**config.mk**
```make
export PLATFORM = sky130hd
export DESIGN_NAME = trivium_stream
export DESIGN_NICKNAME = d
export VERILOG_FILES = /design/src/rtl/trivium_pkg.sv /design/src/rtl/trivium_round.sv /design/src/rtl/trivium_stream.sv
export SDC_FILE = /design/constraint.sdc
export NUM_CORES = 1
export LEC_CHECK = 0
export CAP_MARGIN = 30
export CORE_ASPECT_RATIO = 0.7
export CORE_MARGIN = 5
export CORE_UTILIZATION = 39
export CTS_BUF_LIST = sky130_fd_sc_hd__clkbuf_16
export DETAILED_ROUTE_END_ITERATION = 7
export GPL_ROUTABILITY_DRIVEN = 0
export PLACE_DENSITY = 0.57
export SYNTH_ARGS = -nofsm -noshare
export SYNTH_HDL_FRONTEND = slang
export SYNTH_SLANG_ARGS = --single-unit
```
**constraint.sdc**
```tcl
create_clock -name clk -period 2.9 [get_ports clk]
set_clock_uncertainty 0.05 [all_clocks]
set_input_delay 0.435 -clock clk [delete_from_list [all_inputs] [get_ports clk]]
set_output_delay 0.435 -clock clk [all_outputs]
set_load 0.005 [all_outputs]
```
**src/rtl/trivium_pkg.sv**
```systemverilog
// Shared constants, tap positions and FSM state type for the Trivium keystream generator.
package trivium_pkg;

    localparam int unsigned KEY_W   = 80;
    localparam int unsigned IV_W    = 80;
    localparam int unsigned STATE_W = 288;

    // Register boundaries: A = s[287:195], B = s[194:111], C = s[110:0]
    localparam int unsigned A_LO = 195;
    localparam int unsigned B_LO = 111;

    localparam int unsigned T1_A    = 222;
    localparam int unsigned T1_B    = 195;
    localparam int unsigned T1_AND0 = 196;
    localparam int unsigned T1_AND1 = 197;
    localparam int unsigned T1_X    = 117;

    localparam int unsigned T2_A    = 126;
    localparam int unsigned T2_B    = 111;
    localparam int unsigned T2_AND0 = 112;
    localparam int unsigned T2_AND1 = 113;
    localparam int unsigned T2_X    = 24;

    localparam int unsigned T3_A    = 45;
    localparam int unsigned T3_B    = 0;
    localparam int unsigned T3_AND0 = 1;
    localparam int unsigned T3_AND1 = 2;
    localparam int unsigned T3_X    = 219;

    typedef enum logic [1:0] {StIdle, StInit, StRun} state_e;

    function automatic logic [STATE_W-1:0] init_state(input logic [KEY_W-1:0] key,
                                                      input logic [IV_W-1:0]  iv);
        return {key, 13'b0, iv, 112'b0, 3'b111};
    endfunction

    function automatic bit legal_width(input int unsigned w);
        return (w == 1) || (w == 2) || (w == 4) || (w == 8) || (w == 16) || (w == 32) ||
               (w == 64);
    endfunction

endpackage

```
**src/rtl/trivium_round.sv**
```systemverilog
// One combinational Trivium round: produces the output bit z and the advanced state.
module trivium_round
    import trivium_pkg::*;
(
    input  logic [STATE_W-1:0] s,
    output logic [STATE_W-1:0] s_next,
    output logic               z
);

    logic t1, t2, t3;
    logic t1_n, t2_n, t3_n;

    assign t1 = s[T1_A] ^ s[T1_B];
    assign t2 = s[T2_A] ^ s[T2_B];
    assign t3 = s[T3_A] ^ s[T3_B];

    assign z = t1 ^ t2 ^ t3;

    assign t1_n = t1 ^ (s[T1_AND0] & s[T1_AND1]) ^ s[T1_X];
    assign t2_n = t2 ^ (s[T2_AND0] & s[T2_AND1]) ^ s[T2_X];
    assign t3_n = t3 ^ (s[T3_AND0] & s[T3_AND1]) ^ s[T3_X];

    // Each register shifts toward bit 0 and takes its feedback at the top.
    assign s_next = {t3_n, s[STATE_W-1:A_LO+1],
                     t1_n, s[A_LO-1:B_LO+1],
                     t2_n, s[B_LO-1:1]};

endmodule

```
**src/rtl/trivium_stream.sv**
```systemverilog
// Trivium keystream generator producing W bits per handshake.
// Define TRIVIUM_CIPHER_EN to add pt_data and emit pt_data ^ keystream instead.
module trivium_stream
    import trivium_pkg::*;
#(
    parameter int unsigned W           = 1,
    parameter int unsigned INIT_ROUNDS = 1152
) (
    input  logic             clk,
    input  logic             rst,
    input  logic             load,
    input  logic [KEY_W-1:0] key,
    input  logic [IV_W-1:0]  iv,
    output logic             busy,
    output logic             ks_valid,
    input  logic             ks_ready,
`ifdef TRIVIUM_CIPHER_EN
    input  logic [W-1:0]     pt_data,
`endif
    output logic [W-1:0]     ks_data
);

    localparam int unsigned INIT_CYCLES = INIT_ROUNDS / W;
    localparam int unsigned CNT_W       = $clog2(INIT_CYCLES + 1);

    if (!legal_width(W)) begin : g_bad_width
        $error("trivium_stream: W must be one of 1, 2, 4, 8, 16, 32, 64");
    end
    if (INIT_ROUNDS == 0 || (INIT_ROUNDS % W) != 0) begin : g_bad_rounds
        $error("trivium_stream: INIT_ROUNDS must be a nonzero multiple of W");
    end

    state_e             state_q, state_d;
    logic [STATE_W-1:0] s_q, s_d;
    logic [CNT_W-1:0]   cnt_q, cnt_d;
    logic [STATE_W-1:0] s_adv;
    logic [W-1:0]       z;

    // W rounds chained per cycle; z[0] comes from the first round.
    for (genvar i = 0; i < W; i++) begin : g_round
        logic [STATE_W-1:0] s_in;
        logic [STATE_W-1:0] s_out;
        if (i == 0) begin : g_first
            assign s_in = s_q;
        end else begin : g_next
            assign s_in = g_round[i-1].s_out;
        end
        trivium_round u_round (
            .s      (s_in),
            .s_next (s_out),
            .z      (z[i])
        );
    end
    assign s_adv = g_round[W-1].s_out;

    always_comb begin
        state_d = state_q;
        s_d     = s_q;
        cnt_d   = cnt_q;
        if (load) begin
            state_d = StInit;
            s_d     = init_state(key, iv);
            cnt_d   = '0;
        end else begin
            unique case (state_q)
                StIdle: begin
                end
                StInit: begin
                    s_d   = s_adv;
                    cnt_d = cnt_q + 1'b1;
                    if (cnt_q == CNT_W'(INIT_CYCLES - 1)) begin
                        state_d = StRun;
                    end
                end
                StRun: begin
                    if (ks_ready) begin
                        s_d = s_adv;
                    end
                end
                default: state_d = StIdle;
            endcase
        end
    end

    always_ff @(posedge clk) begin
        if (!rst) begin
            state_q <= StIdle;
            s_q     <= '0;
            cnt_q   <= '0;
        end else begin
            state_q <= state_d;
            s_q     <= s_d;
            cnt_q   <= cnt_d;
        end
    end

    assign busy     = (state_q == StInit);
    assign ks_valid = (state_q == StRun);

`ifdef TRIVIUM_CIPHER_EN
    assign ks_data = pt_data ^ z;
`else
    assign ks_data = z;
`endif

endmodule

```
# Yosys cells after proc, flatten, opt, wreduce, memory -nomap -nowiden
# Cells that the tools add are included.
# word_totals
ff_bits,301
out_inout_bits,3
# op_classes
add_sub_neg,1
eq_ne,8
muxes,6
n_bitwise,16
n_reduce_logical,9
# ops
operator,n
two-way mux 288 bit,2
case mux 288 bit (2 select lines),1
adder 11 x 1 -> 11 bit (second input constant),1
equality test 11 bit (second input constant),1
XOR 1 bit,11
AND reduction 2 bit,4
!= test 2 x 1 -> 1 bit (second input constant),3
!= test 3 x 2 -> 1 bit (second input constant),2
case mux 2 bit (2 select lines),1
OR reduction 2 bit,2
bitwise AND 1 bit,3
nonzero test 3 bit,1
equality test 2 x 1 -> 1 bit (second input constant),1
equality test 2 bit (second input constant),1
logical NOT 2 bit,1
two-way mux 2 bit,1
inverter 1 bit,2
nonzero test 2 bit,1
two-way mux 1 bit,1

# Logic depth before layout (Yosys ltp)
# Gate-level depths: netlist of run 1.
# logic_depth
ltp_word,6
depth_mapped,7
ltp_nobuf,4

# Modules after synthesis
# Synthesis of run 1 repeated with hierarchy kept, for this count alone.
# unflattened
hier_cells,1802
hier_area_um2,13923.4
# modules_own_cells
mod,n_inst,cells_per_inst,area_each_um2,seq_area_each_um2
trivium_stream,1,1504,11614.9,6025.8
trivium_round,1,298,2308.5,0.0

# Worst setup path before layout of run 1
# Ideal clock, no wire load.
# synth_path
kind,register -> register
startpoint,register cnt_q[0]
endpoint,register cnt_q[10]
setup_ps,70
arrival_ps,1314
slack_ps,1465
stages_incl_launch_ff,5
n_path_buf,0
synth_period_minus_slack_ps,1435
path_cell_list,dfxtp_1 > ha_1 > nand4b_2 > or4_1 > a21oi_1
# synth_between
elab_chain_cells,1
# synth_rtl
item,line_no,text
from (decl),trivium_stream.sv:35,"logic [CNT_W-1:0] cnt_q, cnt_d;"
from (signal assigned),trivium_stream.sv:93,cnt_q <= cnt_d;
adder 11 x 1 -> 11 bit,trivium_stream.sv:70,cnt_d = cnt_q + 1'b1;
# No other way between the ends.
# A chain may end at the register's enable or synchronous reset.

# Final worst setup path of run 1
# layout_path
startpoint,"register s_q[45], in the netlist g_round[0].s_in[45]"
endpoint,output port ks_data
# layout_between
elab_chain_cells,2
# layout_rtl
item,line_no,text
from (decl),trivium_stream.sv:34,"logic [STATE_W-1:0] s_q, s_d;"
from (signal assigned),trivium_stream.sv:88,s_q <= '0;
from (signal assigned),trivium_stream.sv:92,s_q <= s_d;
XOR 1 bit,trivium_round.sv:15,assign t3 = s[T3_A] ^ s[T3_B];
XOR 1 bit,trivium_round.sv:17,assign z = t1 ^ t2 ^ t3;
to (decl),trivium_stream.sv:20,output logic [W-1:0] ks_data
# No other way between the ends.

==> metrics.md, run 1 <==
| Metric | Value |
|---|---|
| CTS tree | done |
| Count of flip-flops with a built-in enable after synthesis | 0 |
| Static Leak | 4.950 nW |
| Hold Crit Class | primary input to register |
| Actual transition at the worst max-transition pin | 701.5 ps |
| Critical path's most frequent cell | xnor2_1 |
| Antenna violations before repair | 0 |
| Crit-path leading delay family | XOR/XNOR gates |
| Area of the die | 36720 um2 |
| Hold-fix buffers at CTS | 0 |
| Number of buffers added on ports | 166 |
| Peak Freq | 370.3 MHz |
| Primary FF master, synth | dfxtp_1 |
| Synthesized instance count | 1593 |
| Utilization of the core after routing | 0.4825 |
| Row count | 55 |
| Post-CTS sizing | 0 |
| Crit-path cells | xnor2_1 > xnor2_1 > xnor2_1 > clkdlybuf4s50_1 |
| Worst vdd ir | 0.4038 mV |
| Routed Antenna Nets | 0 |
| Routed WL | 35370 um |
| Die width | 226.9 um |
| Vias per Instance | 5.795 |
| Post-synth design cell area | 12840 um2 |
| Run status | completed |
| Fraction of the cycle the final worst path needs | 0.9312 |
| Max-slew violation count | 0 |
| Total Negative Setup Slacks | 0 ps |
| Clock latency of the later-clocked register in the worst-skew pair | 560 ps |
| Slowest stage cell, crit path | clkdlybuf4s50_1 |
| Deepest level of the CTS H-tree | 1 |
| Die height | 161.8 um |
| Number of setup violations in the final report | 0 |
| Floorplan core area | 32410 um2 |
| Number of global-route vias before repair | 10.78k |
| Setup repair after global routing missed its margin | no |
| Total gr overflow | 0 |
| Post-route non-filler standard cell count | 2083 |
| Global-route usage over all layers | 0.1798 |
| Syn avg cell area | 8.063 um2 |
| Crit start category | register |
| Maximum number of pins on one net before global-route repair | 144 |
| Total of flip-flops plus latches after synthesis | 301 |
| Sequential fraction of the synthesis area | 0.4692 |
| Crit path arrival time | 2220 ps |
| Total setup buffers inserted after CTS | 0 |
| Clock sink count | 301 |
| Pwr per Cell Area | 590.4 nW/um2 |
| Critical path peak fanout | 3 |
| Tmin final | 2701 ps |
| Placed Instances | 2027 |
| CTS clk-pin slew, worst paths | 70 ps |
| Global-route wire length before repair | 57100 um |
| PnR Total Power | 9.233 mW |
| Area growth from synthesis to layout | 21.76% |
| HPWL after detailed placement | 20290 um |
| Via Count | 12.07k |
| DR pass1 iterations | 5 |
| Synth Warn # | 0 |
| Number of hold violations in the final report | 0 |
| Fraction of layout instances using a drive strength above 1 | 0.05737 |
| Buffer cell driving the clock tree root | clkbuf_16 |
| Effective utilization at floorplan | 0.3963 |
| Critical Setup Path Class | register to primary output |
| Max Root-Sink Buffers | 3 |
| Critical path's largest stage delay | 600 ps |
| Required time at the worst-slack endpoint | 2410 ps |
| Slew margin rel. | 0.5314 |
| Critical Path End Type | primary output |
| Synth async-reset ratio | 0 |
| Netlist cell types | 40 |
| Avg WL per Cell | 16.98 um |
| Count of routing violations after the opening detailed-route iteration | 1101 |
| Count of unresolved DRC violations after routing | 0 |
| Max-cap violations | 0 |
| Final net count | 1797 |
| Count of filler cells inserted in the layout | 3143 |
| Synthesized Nets | 1758 |
| Ports | 167 |
| N_diodes | 0 |
| Worst path buffer plus inverter count | 1 |
| Clock buffers created by TritonCTS | 30 |
-- synthesized netlist by cell type, types with 2 or more instances --
cell | n | share of area
o21ai_0 | 446 | 0.17
dfxtp_1 | 301 | 0.47
nand3_1 | 289 | 0.11
a31oi_1 | 161 | 0.078
a21oi_1 | 132 | 0.051
clkbuf_1 | 74 | 0.022
buf_2 | 61 | 0.024
clkbuf_2 | 48 | 0.019
nand2_1 | 10 | 0.0029
buf_6 | 8 | 0.0070
o31ai_1 | 6 | 0.0035
buf_4 | 5 | 0.0029
xnor2_1 | 5 | 0.0034
inv_1 | 4 | 0.0012
nand2b_1 | 3 | 0.0015
nand3b_1 | 3 | 0.0018
or3_1 | 3 | 0.0015
or4_1 | 3 | 0.0018
xor3_1 | 3 | 0.0056
inv_2 | 2 | 0.00058
mux2i_1 | 2 | 0.0016
nor2_1 | 2 | 0.00058
nor2b_1 | 2 | 0.00097
nor4b_1 | 2 | 0.0014
o21a_1 | 2 | 0.0012
xor2_1 | 2 | 0.0014
-- flip-flops by register name, summed over array words and instances, names as in the netlist --
name          flops
g_round.s_in    288
cnt_q            11
state_q           2
-- through the flow --
stage	setup WS, ps	instance area [um2]	hold WS, ps
after floorplan	1465	12840	388.8
after global placement	576.6	14640	396.9
after detailed placement	547.0	14640	402.9
after CTS	138.5	15640	299.7
after global routing	89.40	15640	337.5
final	199.4	15640	322.3
-- path summary, 6_finish.rpt --
kind                        from              endpoint  slack (ps)  cells after the start
max          g_round[0].s_in[45]               ks_data         200                      4
max reg2reg           state_q[1]  g_round[0].s_in[233]         770                      5
min                          rst            state_q[0]         320                      2
min reg2reg  g_round[0].s_in[10]   g_round[0].s_in[10]         410                      2
-- power breakdown --
group	leakage [nW]	switching, mW	internal, mW
combinational	1.99	0.481	0.411
sequential	2.47	0.0840	4.31
clock	0.492	1.66	2.29
total	4.95	2.23	7.01
-- layout make-up --
cell class                      instances  area [um2]  area share
Sequential cell                       301        6026      0.3853
Multi-Input combinational cell       1090        5869      0.3753
Timing Repair Buffer                  203        2175      0.1391
Clock buffer                           31       775.7     0.04960
Tap cell                              427       534.3     0.03416
Clock inverter                         25       224.0     0.01432
Inverter                                6       35.03    0.002240
-- routing by layer --
metal / track usage / routed length (um) / vias to the layer above / share of wire
met5: 0 / 0 / - / 0
met4: 0.03088 / 490 / 0 / 0.014
met3: 0.02927 / 1770 / 36 / 0.050
met2: 0.2682 / 15700 / 291 / 0.44
met1: 0.2766 / 17410 / 5783 / 0.49
li1: - / - / 5961 / -
-- placed cells by master (no fill, tap or decap), types with 4 or more instances in the layout --
| cell | n |
|---|---|
| o21ai_0 | 446 |
| dfxtp_1 | 301 |
| nand3_1 | 289 |
| clkdlybuf4s50_1 | 165 |
| a31oi_1 | 161 |
| a21oi_1 | 132 |
| clkbuf_16 | 31 |
| buf_4 | 19 |
| buf_12 | 19 |
| nand2_1 | 10 |
| clkinv_2 | 8 |
| clkinv_1 | 7 |
| o31ai_1 | 6 |
| inv_1 | 6 |
| xnor2_1 | 5 |
| clkinvlp_4 | 4 |
| bufinv_16 | 4 |
-- cells by family (layout without fill, tap and decap cells) --
family          Yosys count  count (layout)  synth area share
fa+ha+maj                 1               1         0.0009740
simple gates            327             327            0.1318
xor+xnor                 10              10           0.01033
buf+inv                 202             265           0.07579
compound gates          750             750            0.3104
flops                   301             301            0.4692
mux                       2               2          0.001559
(Power assumes the default switching activity.)
==> inputs of run 2 (changes only) <==
--- a/config.mk
+++ b/config.mk
@@ -11,7 +11,6 @@
 export CORE_UTILIZATION = 39
 export CTS_BUF_LIST = sky130_fd_sc_hd__clkbuf_16
 export DETAILED_ROUTE_END_ITERATION = 7
-export GPL_ROUTABILITY_DRIVEN = 0
 export PLACE_DENSITY = 0.57
 export SYNTH_ARGS = -nofsm -noshare
 export SYNTH_HDL_FRONTEND = slang
==> results of run 2 <==
No change in the layout: final DEF, timing and power equal those of run 1.
==> inputs of run 3 (changes only) <==
==> constraint.sdc (replaced) <==
create_clock -name clk -period 2.8 [get_ports clk]
set_clock_uncertainty 0.05 [all_clocks]
set_input_delay 0.42 -clock clk [delete_from_list [all_inputs] [get_ports clk]]
set_output_delay 0.42 -clock clk [all_outputs]
set_load 0.005 [all_outputs]
==> metrics.md, run 3 (synthesis results as in run 1) <==
| Metric | Value |
|---|---|
| WHS Path Cells | 2 (unchanged) |
| Hold-fix buffers at CTS | 0 (unchanged) |
| Pwr per Cell Area | 596.0 nW/um2 (+0.96%) |
| HPWL after detailed placement | 19660 um (-3.1%) |
| Count of filler cells inserted in the layout | 3125 (-0.57%) |
| Critical Setup Path Class | register to primary output |
| Antenna violations before repair | 0 (unchanged) |
| Final net count | 1790 (-0.39%) |
| Critical path peak fanout | 3 (unchanged) |
| Count of routing violations after the opening detailed-route iteration | 1146 (+4.1%) |
| Deepest level of the CTS H-tree | 1 (unchanged) |
| Routed WL | 35180 um (-0.55%) |
| Crit start category | register |
| Post-CTS sizing | 0 (unchanged) |
| CTS tree | done |
| Total gr overflow | 0 (unchanged) |
| Critical Path End Type | primary output |
| Clock sink count | 301 (unchanged) |
| Crit-path leading delay family | XOR/XNOR gates |
| Actual transition at the worst max-transition pin | 736.6 ps (+35.10 ps) |
| Global-route wire length before repair | 56750 um (-0.60%) |
| Commonest non-fill, non-tap cells in the layout | o21ai_0, dfxtp_1, nand3_1 |
| Fraction of layout instances using a drive strength above 1 | 0.04808 (-0.009284) |
| Count of unresolved DRC violations after routing | 0 (unchanged) |
| Die width | 226.9 um (unchanged) |
| Tmin final | 2667 ps |
| Crit-path cells | xnor2_1 > xnor2_1 > xnor2_1 > clkdlybuf4s50_1 |
| Sequential cell area | 6026 um2 (unchanged) |
| Most common cell after layout, fill and taps aside | o21ai_0 |
| Max-cap violations | 0 (unchanged) |
| Total setup buffers inserted after CTS | 0 (unchanged) |
| Avg WL per Cell | 16.99 um (about the same) |
| Max Root-Sink Buffers | 3 (unchanged) |
| Floorplan core area | 32410 um2 (unchanged) |
| Area of combinational cells with multiple inputs | 5869 um2 (unchanged) |
| CTS clk-pin slew, worst paths | 60 ps (about the same) |
| Number of hold violations in the final report | 0 (unchanged) |
| FF-to-FF setup slack | 690 ps (-80 ps) |
| Buffer cell driving the clock tree root | clkbuf_16 |
| Area growth from synthesis to layout | 20.25% |
| Static Leak | 4.893 nW (-1.2%) |
| Fraction of the cycle the final worst path needs | 0.9526 |
| Critical path's most frequent cell | xnor2_1 |
| Last weighted congestion value of the routability-driven placer | 0.7299 |
| Required time at the worst-slack endpoint | 2330 ps (-80 ps) |
| Hold Crit Class | primary input to register |
| Worst vdd ir | 0.4377 mV (+8.4%) |
| Number of setup violations in the final report | 0 (unchanged) |
| Number of flip-flops in the largest register | 288 (unchanged) |
| Max-slew violation count | 0 (unchanged) |
| Total Negative Setup Slacks | 0 ps (unchanged) |
| Clock buffers created by TritonCTS | 30 (unchanged) |
| Die height | 161.8 um (unchanged) |
| Critical path's largest stage delay | 600 ps (about the same) |
| Clock latency of the later-clocked register in the worst-skew pair | 560 ps (about the same) |
| Peak Freq | 374.9 MHz |
| Utilization of the core after routing | 0.4765 (-0.005984) |
| Effective utilization at floorplan | 0.3963 (unchanged) |
| N_diodes | 0 (unchanged) |
| Global-route usage over all layers | 0.1784 (-0.001359) |
| Ports | 167 (unchanged) |
| Row count | 55 (unchanged) |
| Setup repair after global routing missed its margin | no |
| Number of buffers added on ports | 166 (unchanged) |
| Run status | completed |
| Worst path buffer plus inverter count | 1 (unchanged) |
| Area of the die | 36720 um2 (unchanged) |
| Crit path arrival time | 2200 ps (-20 ps) |
| Path length in cells of the critical path | 4 (unchanged) |
| Via Count | 12.05k (-0.19%) |
| Worst R2R Path Depth | 5 (unchanged) |
| Slew margin rel. | 0.5089 (-0.02244) |
| Vias per Instance | 5.820 (+0.44%) |
| Number of global-route vias before repair | 10.85k (+0.65%) |
| DR pass1 iterations | 5 (unchanged) |
| Routed Antenna Nets | 0 (unchanged) |
| Maximum number of pins on one net before global-route repair | 156 (+8.3%) |
| Slowest stage cell, crit path | clkdlybuf4s50_1 |
[run 3: cell count changes in the layout (fill, tap and decap cells not counted), sizes merged]
cell,delta
inv,+9
buf,-7
bufinv,-3
clkinvlp,-3
clkinv,-9
[run 3: final timing paths]
kind | startpoint | end
max | g_round[0].s_in[45] | ks_data
min | rst | state_q[0]
max reg2reg | state_q[0] | g_round[0].s_in[219]
min reg2reg | g_round[0].s_in[8] | g_round[0].s_in[8]
[run 3: stage by stage]
stage          power, mW  area (um2)  cells  hold WS [ps]  setup slack, ps
2_1_floorplan      5.159       12840   1593         388.8             1365
3_3_place_gp       5.555       14560   2020         397.9            589.7
3_5_place_dp       5.559       14560   2020         402.7            560.3
4_1_cts            9.302       15440   2070         278.3            87.84
5_1_grt            9.589       15440   2070         310.8            43.18
6_report           9.205       15440   2070         306.3            132.7
[run 3: metal layers]
layer | vias up | track usage | share of wire
met5 | - | 0 | 0
met2 | 311 | 0.2714 | 0.44
met4 | 0 | 0.03389 | 0.016
met3 | 44 | 0.02728 | 0.049
met1 | 5762 | 0.2698 | 0.49
li1 | 5931 | - | -
[run 3: worst reg2reg max path: cells and delay by family (launching register included)]
kind	cells	cell delay [ps]
AOI/OAI and AO/OA	2	490
DFF	1	460
buffers and inverters	2	760
and+or+nand+nor	1	280
[run 3: power by group]
| part | leakage [nW] | internal [mW] | total (mW) | switching (mW) |
|---|---|---|---|---|
| logic | 1.95 | 0.424 | 0.921 | 0.497 |
| clock network | 0.476 | 2.07 | 3.74 | 1.67 |
| registers | 2.47 | 4.46 | 4.55 | 0.0869 |
| total | 4.89 | 6.95 | 9.21 | 2.26 |
[run 3: cell type report]
type | count | share of cell area
inverters | 6 | 0.002268
multi-input cells | 1090 | 0.3800
flip-flops and latches | 301 | 0.3901
repair buffers | 196 | 0.1358
well taps | 427 | 0.03459
clock buffers | 31 | 0.05023
clock inverters | 19 | 0.006967
